--- src/rtl/subleq_sequencer.sv ---
`default_nettype none
// ============================================================================
// subleq_sequencer : PC, three-word fetch and execute control for the SUBLEQ core
// Revision 1.0
// ============================================================================
module subleq_sequencer #(
  parameter int WORD_SIZE = 16
) (
  input  logic                 clk,
  input  logic                 areset,
  input  logic                 run,
  output logic                 halted,
  output logic                 mem_req,
  output logic                 mem_we,
  output logic [WORD_SIZE-1:0] mem_addr,
  output logic [WORD_SIZE-1:0] mem_wdata,
  input  logic [WORD_SIZE-1:0] mem_rdata,
  input  logic                 mem_ack,
  output logic                 a_set,
  output logic [WORD_SIZE-1:0] a_data,
  input  logic [WORD_SIZE-1:0] a_value,
  output logic [WORD_SIZE-1:0] pc
);

  typedef enum logic [3:0] {
    IDLE  = 4'd0,
    RD_A  = 4'd1,
    RD_MA = 4'd2,
    RD_B  = 4'd3,
    RD_MB = 4'd4,
    RD_C  = 4'd5,
    WR_B  = 4'd6,
    NEXT  = 4'd7,
    HALT  = 4'd8
  } state_t;

  state_t               state;
  state_t               state_nx;
  logic [WORD_SIZE-1:0] a_ptr;
  logic [WORD_SIZE-1:0] b_ptr;
  logic [WORD_SIZE-1:0] c_ptr;
  logic [WORD_SIZE-1:0] mb;
  logic                 leq;
  logic [WORD_SIZE-1:0] result;
  logic                 result_leq;
  logic                 c_all_ones;

  assign result     = mb - a_value;
  assign result_leq = (result == '0) | result[WORD_SIZE-1];
  assign c_all_ones = &c_ptr;

  always_ff @(posedge clk) begin
    if (areset) begin
      state <= IDLE;
      pc    <= '0;
      a_ptr <= '0;
      b_ptr <= '0;
      c_ptr <= '0;
      mb    <= '0;
      leq   <= 1'b0;
    end else begin
      state <= state_nx;
      case (state)
        RD_A:  if (mem_ack) a_ptr <= mem_rdata;
        RD_B:  if (mem_ack) b_ptr <= mem_rdata;
        RD_MB: if (mem_ack) mb    <= mem_rdata;
        RD_C:  if (mem_ack) c_ptr <= mem_rdata;
        WR_B:  if (mem_ack) leq   <= result_leq;
        NEXT: begin
          // A taken branch to all-ones halts with pc left on the halting instruction
          if (!leq)             pc <= pc + WORD_SIZE'(3);
          else if (!c_all_ones) pc <= c_ptr;
        end
        default: ;
      endcase
    end
  end

  always_comb begin
    state_nx  = state;
    mem_req   = 1'b0;
    mem_we    = 1'b0;
    mem_addr  = '0;
    mem_wdata = '0;
    a_set     = 1'b0;
    a_data    = '0;
    halted    = 1'b0;
    case (state)
      IDLE: if (run) state_nx = RD_A;
      RD_A: begin
        mem_req  = 1'b1;
        mem_addr = pc;
        if (mem_ack) state_nx = RD_MA;
      end
      RD_MA: begin
        mem_req  = 1'b1;
        mem_addr = a_ptr;
        if (mem_ack) begin
          a_set    = 1'b1;
          a_data   = mem_rdata;
          state_nx = RD_B;
        end
      end
      RD_B: begin
        mem_req  = 1'b1;
        mem_addr = pc + WORD_SIZE'(1);
        if (mem_ack) state_nx = RD_MB;
      end
      RD_MB: begin
        mem_req  = 1'b1;
        mem_addr = b_ptr;
        if (mem_ack) state_nx = RD_C;
      end
      RD_C: begin
        mem_req  = 1'b1;
        mem_addr = pc + WORD_SIZE'(2);
        if (mem_ack) state_nx = WR_B;
      end
      WR_B: begin
        mem_req   = 1'b1;
        mem_we    = 1'b1;
        mem_addr  = b_ptr;
        mem_wdata = result;
        if (mem_ack) state_nx = NEXT;
      end
      NEXT:    state_nx = (leq && c_all_ones) ? HALT : RD_A;
      HALT:    halted = 1'b1;
      default: state_nx = IDLE;
    endcase
  end

endmodule
`default_nettype wire

--- config.mk ---
export PLATFORM = sky130hd
export DESIGN_NAME = subleq_sequencer
export DESIGN_NICKNAME = d
export VERILOG_FILES = /design/src/rtl/subleq_sequencer.sv
export SDC_FILE = /design/constraint.sdc
export NUM_CORES = 1
export LEC_CHECK = 0
export BUFFER_PORTS_ARGS = -buffer_cell sky130_fd_sc_hd__buf_2
export CORE_MARGIN = 1.5
export CORE_UTILIZATION = 45
export DETAILED_ROUTE_END_ITERATION = 7
export HOLD_SLACK_MARGIN = 0.08
export PLACE_DENSITY = 0.64
export SLEW_MARGIN = 20
export SYNTH_ARGS = -nofsm -noshare
export SYNTH_HDL_FRONTEND = slang
export SYNTH_SLANG_ARGS = --single-unit
--- constraint.sdc ---
create_clock -name clk -period 3.2 [get_ports clk]
set_input_delay 0.16 -clock clk [delete_from_list [all_inputs] [get_ports clk]]
set_output_delay 0.16 -clock clk [all_outputs]
set_load 0.005 [all_outputs]
After elaboration in Yosys (flattened, before gate mapping)
Index checks and enable logic that the tools add are counted.
- $lt $le $gt $ge: 0
- multiply operators: 0
- divide/modulo/power cells: 0
- multiplexer cells: 20
- shift-type cells: 0
- reductions and logical operators: 13
- bitwise operators: 2
- $add $sub $neg: 4
- eq/ne operators: 16
- operator list (kind ; number):
    $mux 16 ; 5
    $pmux 16 s5 ; 1
    $pmux 4 s9 ; 1
    $add 16x2->16 const B ; 2
    $mux 4 ; 8
    $add 16x1->16 const B ; 1
    $eq 4x3->1 const B ; 4
    $logic_not 16->1 ; 1
    $ne 2x2->1 const B ; 8
    $reduce_and 16->1 ; 1
    $sub 16x16->16 ; 1
    $reduce_and 2->1 ; 6
    $eq 4x2->1 const B ; 2
    $reduce_and 8->1 ; 1
    $reduce_or 6->1 ; 1
    $mux 1 ; 5
    $eq 4x1->1 const B ; 1
    $eq 4x4->1 const B ; 1
    $logic_not 4->1 ; 1
    $reduce_or 2->1 ; 1
    $logic_and 1x1->1 ; 1
    $not 1->1 ; 1
    $or 1x1->1 ; 1
- input bits: 36
- word-level logic and storage cells: 62
- memory bits (writable): 0
- bits in read-only memories: 0
- memories: 0
- flip-flop bits (word level): 85
- output and inout port bits: 68
- latch bits: 0

Longest topological paths before layout
- word-level depth: 4
- gate-level depth with buffers: 12
- depth with buffers taken out: 12

Worst setup path before layout
No wires, ideal clock.
- path kind: register -> register
- start point: register mb[0]
- end point: register leq
- clock period less this slack: 2.447 ns
- arrival time: 2.331 ns
- setup slack: 0.753 ns
- cell stages (with the launch flop): 13
- buffers on the path: 0
- path through: dfxtp_1 > inv_1 > ha_1 > inv_1 > fa_1 > a211oi_1 > o21bai_1 > a21oi_1 > a21oi_1 > a21o_2 > a21oi_1 > xnor2_1 > a41o_1
- longest elaborated chain between the ends: 3
- ends and longest elaborated chain (what ; RTL line ; source):
    start: declaration ; 42 ; logic [WORD_SIZE-1:0] mb;
    start signal: assignment ; 66 ; RD_MB: if (mem_ack) mb <= mem_rdata;
    $sub 16x16->16 (*) ; 48 ; assign result = mb - a_value;
    $logic_not 16->1 ; 49 ; assign result_leq = (result == '0) | result[WORD_SIZE-1];
    $or 1x1->1 (*) ; 49 ;
    end signal: assignment ; 68 ; WR_B: if (mem_ack) leq <= result_leq;
    end: declaration ; 43 ; logic leq;
Mark *: on every way between the ends. The rest lies on a longest branch, timed or not.
A chain may end at the register's enable or synchronous reset.

Worst setup path in the final report
- start point: register mb[0]
- end point: output mem_wdata[10]
- longest elaborated chain between the ends: 2
- ends and longest elaborated chain (what ; RTL line ; source):
    $sub 16x16->16 ; 48 ;
    $mux 16 ; 88 ; case (state)
    end: declaration ; 16 ; output logic [WORD_SIZE-1:0] mem_wdata,
Every way passes these cells.

==> run metrics <==
Final Core Density 0.537; worst hold path type in2reg; largest net degree at the start of global routing 84; status finished clean; Distinct cells, synth 62; Die Height 113 um; clock buffer depth 2; Worst Tran Pin Value 1.11 ns; asr flop ratio synth 0; max cap viols 0; Hold Worst Slack 0.108 ns; slew margin rel. 0.255; Ys Warns 0; antenna-violating nets left 0; GRT Overall Usage 0.296; n_diodes 0; ratio of cells with drive above 1 in the final layout 0.177; WL/cell 18.5 um; Remaining DRCs 0; EDFF count, synth 0; GRT Residual Overflow 0; starting density of the core 0.458; Final Critical Period 2.96 ns; final hold violation count 0; Register-to-Register Path Depth 9; Yosys reg bits 85; Routability Congestion 0.964; drt initial violations 721; cts bufs inserted 9; via count 5968; r2r endpoint leq; Worst-path clk slew 0.07 ns; Setup-failing EPs final 0; Pleak 2.59 nW; Die Wd 113 um; fmax 338 MHz; port bufs 103; die area 12800 um^2; TritonCTS clock tree yes; # hold bufs at CTS 0; internal reg-to-reg setup slack 0.62 ns; # clock sinks 85; Hold Crit Start mem_rdata[15]; Post-Syn Nets 839; Crit Path Category reg2out; Worst Path Arrival 2.80 ns; first-pass GRT wire length 29.4 mm; clock insertion delay at the later pin of the skew report 0.35 ns; drt pass-1 iters 6; Root Driver clkbuf_16; Mapped Area 5460 um^2; Worst Setup Start Kind register; Synth Instances 782; Rows 40; Seq/Total Area, Yosys 0.312; Avg Cell Area, Syn 6.98 um^2; CP required 3.04 ns; IO Pins 104; top_reg_cell synth dfxtp_1; vias in the first global route 5277; setup TNS 0 ns; synthesis-to-finish area growth 17.2%; # nets final 922; critical path capture point type output port; worst-case clock skew 0.0102 ns; Pwr Density 470 nW/um^2; Reg-to-Reg Start mb[1]; DP HPWL 14.0 mm; Post-Route WL 18.8 mm; H-tree Lvls 3; antenna violations before repair 0; Peak VDD IR 0.273 mV; worst-path fanout max 3; DR vias/cell 5.87; Min-Delay Path Depth 3; Pwr Total 3.01 mW; hold endpoint mb[15]; Final Max Tran Viols 0; unrepaired setup endpoints after global routing no; CORE AREA 11900 um^2; final worst-path cycle share 0.924
==> placed cells by master, fill, tap and decap left out, types with 6 or more instances in the layout <==
| cell type | instances |
|---|---|
| a21oi_1 | 101 |
| a221oi_1 | 11 |
| a222oi_1 | 7 |
| a22oi_1 | 7 |
| and2_1 | 19 |
| buf_2 | 103 |
| buf_4 | 22 |
| clkbuf_16 | 9 |
| dfxtp_1 | 84 |
| ha_1 | 20 |
| inv_1 | 33 |
| mux2i_1 | 6 |
| nand2_1 | 166 |
| nand3_1 | 21 |
| nand4_1 | 16 |
| nor2_1 | 81 |
| nor3_1 | 18 |
| o21ai_0 | 29 |
| o22ai_1 | 7 |
| or3_1 | 8 |
| xnor2_1 | 14 |
| xor2_1 | 9 |
==> per-layer routing <==
layer / routed length, um / share of wire / track usage / vias to the layer above
met5: 0 / 0 / 0 / -
met4: 241 / 0.013 / 0.0733 / 0
met3: 1680 / 0.089 / 0.0503 / 16
met2: 7980 / 0.42 / 0.430 / 292
met1: 8920 / 0.47 / 0.453 / 2762
li1: - / - / - / 2898
==> worst max-delay path: stages (launching register included) <==
cell,delay [ns]
dfxtp_1,0.31
inv_1,0.07
ha_1,0.13
inv_1,0.05
fa_2,0.37
a211oi_2,0.33
o21bai_2,0.14
a21oi_2,0.19
a21oi_1,0.11
a21o_2,0.22
a21oi_1,0.17
xnor2_1,0.18
nor2_1,0.06
buf_2,0.13
==> metrics by stage <==
stage | setup slack, ns | area [um^2] | instances
2_1_floorplan | 0.753 | 5460 | 782
3_3_place_gp | 0.435 | 6080 | 1001
3_5_place_dp | 0.423 | 6090 | 1001
4_1_cts | 0.0381 | 6370 | 1017
5_1_grt | 0.0430 | 6390 | 1017
6_report | 0.242 | 6390 | 1017
==> where the power goes <==
group	switching (mW)	total (mW)	leakage, nW	internal (mW)
registers	0.0643	1.18	0.687	1.12
logic	0.505	0.787	1.76	0.281
clock network	0.431	1.04	0.141	0.604
total	1.00	3.01	2.59	2.00
==> worst max path at each step <==
stage               endpoint  slack, ns  depth (start not counted)  startpoint
3_3_place_gp   mem_wdata[10]       0.43                         13       mb[0]
3_5_place_dp   mem_wdata[10]       0.42                         13       mb[0]
5_1_grt        mem_wdata[10]       0.04                         13       mb[0]
4_1_cts        mem_wdata[10]       0.04                         13       mb[0]
6_report       mem_wdata[10]       0.24                         13       mb[0]
2_1_floorplan            leq       0.75                         12       mb[0]
==> cell usage after synthesis, drive strengths merged (11+ instances only) <==
| library cell | instances | area share |
|---|---|---|
| ha | 20 | 0.046 |
| nand3 | 21 | 0.019 |
| a21oi | 102 | 0.094 |
| xnor2 | 14 | 0.022 |
| nor2 | 81 | 0.056 |
| nand2 | 166 | 0.11 |
| inv | 33 | 0.023 |
| o21ai | 30 | 0.028 |
| nand4 | 16 | 0.018 |
| clkbuf | 46 | 0.037 |
| dfxtp | 85 | 0.31 |
| nor3 | 21 | 0.020 |
| and2 | 19 | 0.022 |
| a221oi | 11 | 0.018 |
==> registers in the layout, summed over array words and instances (netlist names) <==
register	cells
a_ptr	16
b_ptr	16
c_ptr	16
leq	1
mb	16
pc	16
state	4
==> cell families (layout without fill, tap and decap cells) <==
logic type / count (synthesis) / in the layout / synth area share
simple gates: 356 / 356 / 0.292
xor+xnor: 23 / 23 / 0.0369
fa+ha+maj: 21 / 21 / 0.0495
flops: 85 / 85 / 0.312
compound gates: 205 / 205 / 0.232
buf+inv: 86 / 174 / 0.0663
mux: 6 / 6 / 0.0110
==> final cells by class <==
cell class	count	area [um^2]
Fill cell	1239	5520
Timing Repair Buffer	125	681
Tap cell	147	184
Clock inverter	4	48.8
Clock buffer	12	236
Multi-Input combinational cell	611	3420
Sequential cell	85	1700
Inverter	33	124
==> what timing repair did <==
item / in CTS / in global routing
resized for setup: 0 / 6
setup buffers: 0 / 0
endpoints found under the setup margin: 0 / 4
(Power assumes the default switching activity.)
